### config.mk
export PLATFORM = sky130hd
export DESIGN_NAME = ud_button_ctrl_flat
export DESIGN_NICKNAME = d
export VERILOG_FILES = /design/src/rtl/ud_ctrl_pkg.sv /design/src/rtl/ud_button_ctrl_if.sv /design/src/rtl/btn_debounce.sv /design/src/rtl/ud_button_ctrl.sv /design/src/flat_wrapper.sv
export SDC_FILE = /design/constraint.sdc
export NUM_CORES = 1
export LEC_CHECK = 0
export CAP_MARGIN = 25
export CELL_PAD_IN_SITES_DETAIL_PLACEMENT = 1
export CELL_PAD_IN_SITES_GLOBAL_PLACEMENT = 1
export CORE_MARGIN = 8
export CORE_UTILIZATION = 35
export DETAILED_ROUTE_END_ITERATION = 8
export PLACE_DENSITY = 0.65
export SYNTH_ARGS = -nofsm -noshare
export SYNTH_HDL_FRONTEND = slang
export SYNTH_SLANG_ARGS = --single-unit
### constraint.sdc
create_clock -name clk_ref -period 3.4 [get_ports clk_ref]
set_input_delay 0.51 -clock clk_ref [delete_from_list [all_inputs] [get_ports clk_ref]]
set_output_delay 0.51 -clock clk_ref [all_outputs]
set_load 0.005 [all_outputs]
### src/rtl/ud_ctrl_pkg.sv
// Shared types and default timing constants for the up/down button front-end.
// The FSM state encoding lives here so the bench and the RTL agree on it.
package ud_ctrl_pkg;

    typedef enum logic [1:0] {
        IDLE    = 2'd0,
        HOLD_UP = 2'd1,
        HOLD_DN = 2'd2,
        LOCK    = 2'd3
    } state_t;

    localparam int DEF_DB_CNT   = 4;
    localparam int DEF_REP_DLY  = 50;
    localparam int DEF_REP_RATE = 10;
    localparam int DEF_CW       = 8;

endpackage

### src/rtl/ud_button_ctrl_if.sv
// Button/command bundle between the panel-side driver and the button controller.
// master drives the strobe and raw buttons; slave returns commands and levels.
interface ud_button_ctrl_if;

    logic tick;
    logic btn_up;
    logic btn_dn;
    logic up;
    logic down;
    logic up_db;
    logic dn_db;

    modport master (
        output tick, btn_up, btn_dn,
        input  up, down, up_db, dn_db
    );

    modport slave (
        input  tick, btn_up, btn_dn,
        output up, down, up_db, dn_db
    );

endinterface

### src/rtl/btn_debounce.sv
// One push-button: 2-FF synchronizer followed by a tick-paced debounce counter.
// db flips only after DB_CNT consecutive ticks on which sync disagrees with it.
module btn_debounce #(
    parameter int DB_CNT = 4,
    parameter int CW     = 8
) (
    input  logic clk_ref,
    input  logic rst,
    input  logic tick,
    input  logic btn,
    output logic db
);

    localparam logic [CW-1:0] CNT_LAST = CW'(DB_CNT - 1);

    logic          meta;
    logic          sync;
    logic          db_q;
    logic [CW-1:0] cnt;

    // NOTE: every register here uses <= so all flops sample pre-edge values.
    always_ff @(posedge clk_ref) begin
        if (rst) begin
            meta <= 1'b0;
            sync <= 1'b0;
            db_q <= 1'b0;
            cnt  <= '0;
        end else begin
            meta <= btn;
            sync <= meta;
            if (tick) begin
                if (sync == db_q) begin
                    cnt <= '0;
                end else if (cnt == CNT_LAST) begin
                    db_q <= ~db_q;
                    cnt  <= '0;
                end else begin
                    cnt <= cnt + 1'b1;
                end
            end
        end
    end

    assign db = db_q;

endmodule

### src/rtl/ud_button_ctrl.sv
// Turns two debounced buttons into single-cycle up/down command pulses with
// hold-to-auto-repeat; pressing both (in any order) locks out commands.
module ud_button_ctrl
    import ud_ctrl_pkg::*;
#(
    parameter int DB_CNT   = DEF_DB_CNT,
    parameter int REP_DLY  = DEF_REP_DLY,
    parameter int REP_RATE = DEF_REP_RATE,
    parameter int CW       = DEF_CW
) (
    input  logic             clk_ref,
    input  logic             rst,
    ud_button_ctrl_if.slave  bus
);

    localparam logic [CW-1:0] DLY_LIM  = CW'(REP_DLY);
    localparam logic [CW-1:0] RATE_LIM = CW'(REP_RATE);
    localparam bit            REP_EN   = (REP_DLY != 0);

    logic up_db;
    logic dn_db;
    logic up_prev;
    logic dn_prev;
    logic press_up;
    logic press_dn;

    state_t        state_q;
    state_t        state_d;
    logic [CW-1:0] rep_cnt_q;
    logic [CW-1:0] rep_cnt_d;
    logic [CW-1:0] rep_nxt;
    logic [CW-1:0] rep_lim;
    logic          rpt_q;
    logic          rpt_d;
    logic          up_q;
    logic          up_d;
    logic          down_q;
    logic          down_d;

    btn_debounce #(.DB_CNT(DB_CNT), .CW(CW)) u_db_up (
        .clk_ref (clk_ref),
        .rst     (rst),
        .tick    (bus.tick),
        .btn     (bus.btn_up),
        .db      (up_db)
    );

    btn_debounce #(.DB_CNT(DB_CNT), .CW(CW)) u_db_dn (
        .clk_ref (clk_ref),
        .rst     (rst),
        .tick    (bus.tick),
        .btn     (bus.btn_dn),
        .db      (dn_db)
    );

    assign press_up = up_db & ~up_prev;
    assign press_dn = dn_db & ~dn_prev;

    always_ff @(posedge clk_ref) begin
        if (rst) begin
            state_q   <= IDLE;
            rep_cnt_q <= '0;
            rpt_q     <= 1'b0;
            up_q      <= 1'b0;
            down_q    <= 1'b0;
            up_prev   <= 1'b0;
            dn_prev   <= 1'b0;
        end else begin
            state_q   <= state_d;
            rep_cnt_q <= rep_cnt_d;
            rpt_q     <= rpt_d;
            up_q      <= up_d;
            down_q    <= down_d;
            up_prev   <= up_db;
            dn_prev   <= dn_db;
        end
    end

    // NOTE: every output of this block gets a default first, so no path infers a latch.
    always_comb begin
        state_d   = state_q;
        rep_cnt_d = rep_cnt_q;
        rpt_d     = rpt_q;
        up_d      = 1'b0;
        down_d    = 1'b0;
        rep_nxt   = rep_cnt_q + 1'b1;
        rep_lim   = rpt_q ? RATE_LIM : DLY_LIM;

        case (state_q)
            IDLE: begin
                // A second button joining, or both at once, is ambiguous: refuse it.
                if ((press_up && press_dn) || (press_up && dn_db) || (press_dn && up_db)) begin
                    state_d = LOCK;
                end else if (press_up) begin
                    up_d      = 1'b1;
                    state_d   = HOLD_UP;
                    rep_cnt_d = '0;
                    rpt_d     = 1'b0;
                end else if (press_dn) begin
                    down_d    = 1'b1;
                    state_d   = HOLD_DN;
                    rep_cnt_d = '0;
                    rpt_d     = 1'b0;
                end
            end

            HOLD_UP: begin
                if (!up_db) begin
                    state_d = IDLE;
                end else if (dn_db) begin
                    state_d = LOCK;
                end else if (REP_EN && bus.tick) begin
                    if (rep_nxt == rep_lim) begin
                        up_d      = 1'b1;
                        rep_cnt_d = '0;
                        rpt_d     = 1'b1;
                    end else begin
                        rep_cnt_d = rep_nxt;
                    end
                end
            end

            HOLD_DN: begin
                if (!dn_db) begin
                    state_d = IDLE;
                end else if (up_db) begin
                    state_d = LOCK;
                end else if (REP_EN && bus.tick) begin
                    if (rep_nxt == rep_lim) begin
                        down_d    = 1'b1;
                        rep_cnt_d = '0;
                        rpt_d     = 1'b1;
                    end else begin
                        rep_cnt_d = rep_nxt;
                    end
                end
            end

            LOCK: begin
                if (!up_db && !dn_db) begin
                    state_d = IDLE;
                end
            end

            default: state_d = IDLE;
        endcase
    end

    assign bus.up    = up_q;
    assign bus.down  = down_q;
    assign bus.up_db = up_db;
    assign bus.dn_db = dn_db;

endmodule
### src/flat_wrapper.sv
// flat-port wrapper written by rule: the top's interface ports become plain ports
module ud_button_ctrl_flat import ud_ctrl_pkg::*;
#(
    parameter int DB_CNT   = DEF_DB_CNT,
    parameter int REP_DLY  = DEF_REP_DLY,
    parameter int REP_RATE = DEF_REP_RATE,
    parameter int CW       = DEF_CW
)
  (clk_ref, rst, bus_tick, bus_btn_up, bus_btn_dn, bus_up, bus_down, bus_up_db, bus_dn_db);
  ud_button_ctrl_if bus_i ();
  input  logic clk_ref;
  input  logic rst;
  input wire logic [$bits(bus_i.tick)-1:0] bus_tick;
  input wire logic [$bits(bus_i.btn_up)-1:0] bus_btn_up;
  input wire logic [$bits(bus_i.btn_dn)-1:0] bus_btn_dn;
  output wire logic [$bits(bus_i.up)-1:0] bus_up;
  output wire logic [$bits(bus_i.down)-1:0] bus_down;
  output wire logic [$bits(bus_i.up_db)-1:0] bus_up_db;
  output wire logic [$bits(bus_i.dn_db)-1:0] bus_dn_db;
  assign bus_i.tick = bus_tick;
  assign bus_i.btn_up = bus_btn_up;
  assign bus_i.btn_dn = bus_btn_dn;
  assign bus_up = bus_i.up;
  assign bus_down = bus_i.down;
  assign bus_up_db = bus_i.up_db;
  assign bus_dn_db = bus_i.dn_db;
  ud_button_ctrl #(.DB_CNT(DB_CNT), .REP_DLY(REP_DLY), .REP_RATE(REP_RATE), .CW(CW)) u_core (.clk_ref(clk_ref), .rst(rst), .bus(bus_i));
endmodule
==> results.yml <==
setup_path:
  rr_endpoint: "u_core.bus.up"
  r2r_cells: 7
  rrSetupSlack_ns: 1.09
  startpoint_type: "flip-flop"
  cp.arrival_ns: 2.53
  crit_type: "reg2reg"
  crit_path_end_kind: "flip-flop"
  cp.required_ns: 3.62
  crit_end: "u_core.bus.up"
  worstReg2RegStart: "u_core.rep_cnt_q[0]"
  crit_start: "u_core.rep_cnt_q[0]"
  crit_fanout: 9
clocking:
  hold_buffers: 0
  clock_latency_ns: 0.29
  clock_path_buffers: 2
  path_clk_slew_ns: 0.08
  cts_tree: "done"
  ctsResizeCount: 0
  cts_setup_buffers: 0
  clock-sinks: 37
  cts_buffers: 5
  cts-htree-levels: 2
  clk_root_buffer_cell: "clkbuf_8"
drt:
  num_vias: 1818
  routed_via_density: 5.41
  drc: 0
  firstDrtPassIters: 4
  drt_wl_total_um: 4900
  ant_nets: 0
  wl_per_cell_um: 14.6
  first_iter_violations: 39
synth:
  syn-cell-area_mm2: 0.00207
  ys_seq_elements: 37
  ys.flop_type: "dfxtp_1"
  ys_types: 50
  synthCells: 257
  ys_seq_area_share_pct: 35.8
  syn-num-nets: 271
  synth_edf_count: 0
  synth-async-reset-ratio_pct: 0
  avgSynthCellArea_um2: 8.05
  yosys_warnings: 0
finish:
  final_cell_mix: "dfxtp_1, nor2_1, a21oi_1"
  fillers: 720
  syn2layout_area_growth_pct: 11.2
  multiInputGateArea_mm2: 0.00121
  final_util_pct: 39.5
  final_layout_size_suffix_gt1_share_pct: 6.13
  final_net_count: 274
  seqCellArea_um2: 741
  antenna_cells: 0
  final_common_cell: "dfxtp_1"
global_route:
  grt_usage_pct: 12.0
  antenna_found_initial: 0
  grt_pass1_wl_um: 8360
  grt_pass1_vias: 1731
  grt-ovfl-total: 0
  grt_max_degree: 23
power_and_ir_drop:
  clock_power_share_pct: 33.0
  sw_frac_of_total_pct: 32.4
  power.leakage_uw: 0.000833
  p_int_uw: 817
  power_density_mw_per_mm2: 525
  p_seq_share_pct: 38.9
  comb_power_share_pct: 28.0
  ir_drop_mv: 0.213
  p_switching_uw: 391
floorplanning:
  dieArea_mm2: 0.00862
  placementRows: 28
  die_h_um: 92.9
  die_w_um: 92.9
  core_mm2: 0.00582
  io_pins: 9
  initial_utilization_pct: 35.6
sta:
  fin_skew_ns: 0.00582
  relSlewSlack_pct: 60.8
  hold_viol: 0
  max_freq_mhz: 434
  setup_violations: 0
  final_max_slew_viol_count: 0
  fin_crit_sh_pct: 67.8
  period_minus_slack_ns: 2.31
  rsz0062_at_grt: "false"
  tightest_slew_ns: 0.587
  tns_ns: 0
placed_design:
  port_buffers: 8
  dpl.hpwl_um: 3470
  gp_congestion: 0.745
run:
  drv_cap: 0
status:
  status: "complete, no violations"
hold_path:
  hold_class: "reg2reg"
## per-layer routing
layer,global-route usage (%),vias to the layer above,part of all wire (%)
met3,2.83,5,2.3
met4,3.76,0,1.2
met1,15.7,878,49
li1,-,924,-
met5,0,-,0
met2,18.8,11,48
## critical path, stage by stage, from the launching register on
cell and delay, ns:
dfxtp_1 0.36, ha_1 0.29, a21bo_1 0.23, a211oi_1 0.19, o22ai_1 0.15, a2111oi_4 0.63
a32oi_1 0.21, nor3b_2 0.18
## state kept, by name, indices dropped and copies added (netlist names)
register / count
u_core.bus.down: 1
u_core.bus.up: 1
u_core.dn_prev: 1
u_core.rep_cnt_q: 8
u_core.rpt_q: 1
u_core.state_q: 2
u_core.u_db_dn.cnt: 8
u_core.u_db_dn.db: 1
u_core.u_db_dn.meta: 1
u_core.u_db_dn.sync: 1
u_core.u_db_up.cnt: 8
u_core.u_db_up.db: 1
u_core.u_db_up.meta: 1
u_core.u_db_up.sync: 1
u_core.up_prev: 1
## worst min-delay path by stage
stage               cells past startpoint  slack (ns)                start                  end
floorplan                               1        0.41  u_core.u_db_dn.meta  u_core.u_db_dn.sync
global placement                        1        0.42  u_core.u_db_dn.meta  u_core.u_db_dn.sync
detailed placement                      1        0.45  u_core.u_db_dn.meta  u_core.u_db_dn.sync
CTS                                     1        0.46  u_core.u_db_dn.meta  u_core.u_db_dn.sync
global route                            1        0.49  u_core.u_db_dn.meta  u_core.u_db_dn.sync
finish                                  1        0.46  u_core.u_db_dn.meta  u_core.u_db_dn.sync
## layout make-up
cell class / instances / area share [%]
tap: 75 / 4.08
timing repair buffer: 10 / 4.13
clock inverter: 1 / 1.31
multi-input combinational: 195 / 52.7
sequential: 37 / 32.2
clock buffer: 7 / 3.75
inverter: 11 / 1.80
## cells in the mapped netlist (2+ instances only)
| library cell | n | share of area (%) |
|---|---|---|
| and2_1 | 3 | 0.91 |
| nor4b_1 | 2 | 0.85 |
| nor3b_2 | 2 | 1.2 |
| or3_1 | 3 | 0.91 |
| inv_1 | 11 | 2.0 |
| o31ai_1 | 3 | 1.1 |
| dfxtp_1 | 37 | 36 |
| xor2_1 | 3 | 1.3 |
| nand2b_1 | 5 | 1.5 |
| nor3b_1 | 8 | 2.9 |
| a21oi_1 | 23 | 5.6 |
| and3_1 | 8 | 2.4 |
| buf_2 | 2 | 0.48 |
| nor3_1 | 7 | 1.7 |
| nand3_1 | 8 | 1.9 |
| a32oi_1 | 2 | 0.85 |
| ha_1 | 9 | 5.4 |
| nor2b_1 | 8 | 2.4 |
| nand3b_1 | 2 | 0.73 |
| a211oi_1 | 4 | 1.5 |
| nor2_1 | 30 | 5.4 |
| clkbuf_1 | 9 | 1.6 |
| buf_6 | 2 | 1.1 |
| o21ai_0 | 22 | 5.3 |
| a22oi_1 | 2 | 0.73 |
| a31oi_1 | 3 | 0.91 |
| nand2_1 | 16 | 2.9 |
## metrics by stage
stage / hold slack (ns) / area (um^2) / worst slack, ns / instances / power [uW]
final: 0.459 / 2300 / 1.09 / 336 / 1210
after global routing: 0.487 / 2300 / 0.893 / 336 / 1290
after CTS: 0.462 / 2300 / 1.06 / 336 / 1230
after detailed placement: 0.451 / 2180 / 1.05 / 328 / 822
after global placement: 0.416 / 2180 / 1.10 / 328 / 823
after floorplan: 0.414 / 2070 / 1.33 / 257 / 737
## power groups by stage
stage                     logic (uW)  clock network (uW)  registers (uW)
final                            338                 399             470
after global placement           343                   0             481
after CTS                        344                 416             470
after floorplan                  260                   0             476
after global routing             386                 434             473
after detailed placement         341                   0             481
## logic make-up after synthesis
logic type,Yosys count,synth area share [%]
compound gates,74,23.2
xor+xnor,3,1.27
fa+ha+maj,9,5.44
buf+inv,25,5.57
flops,37,35.8
mux,1,0.544
simple gates,108,28.2
(Power assumes the default switching activity.)
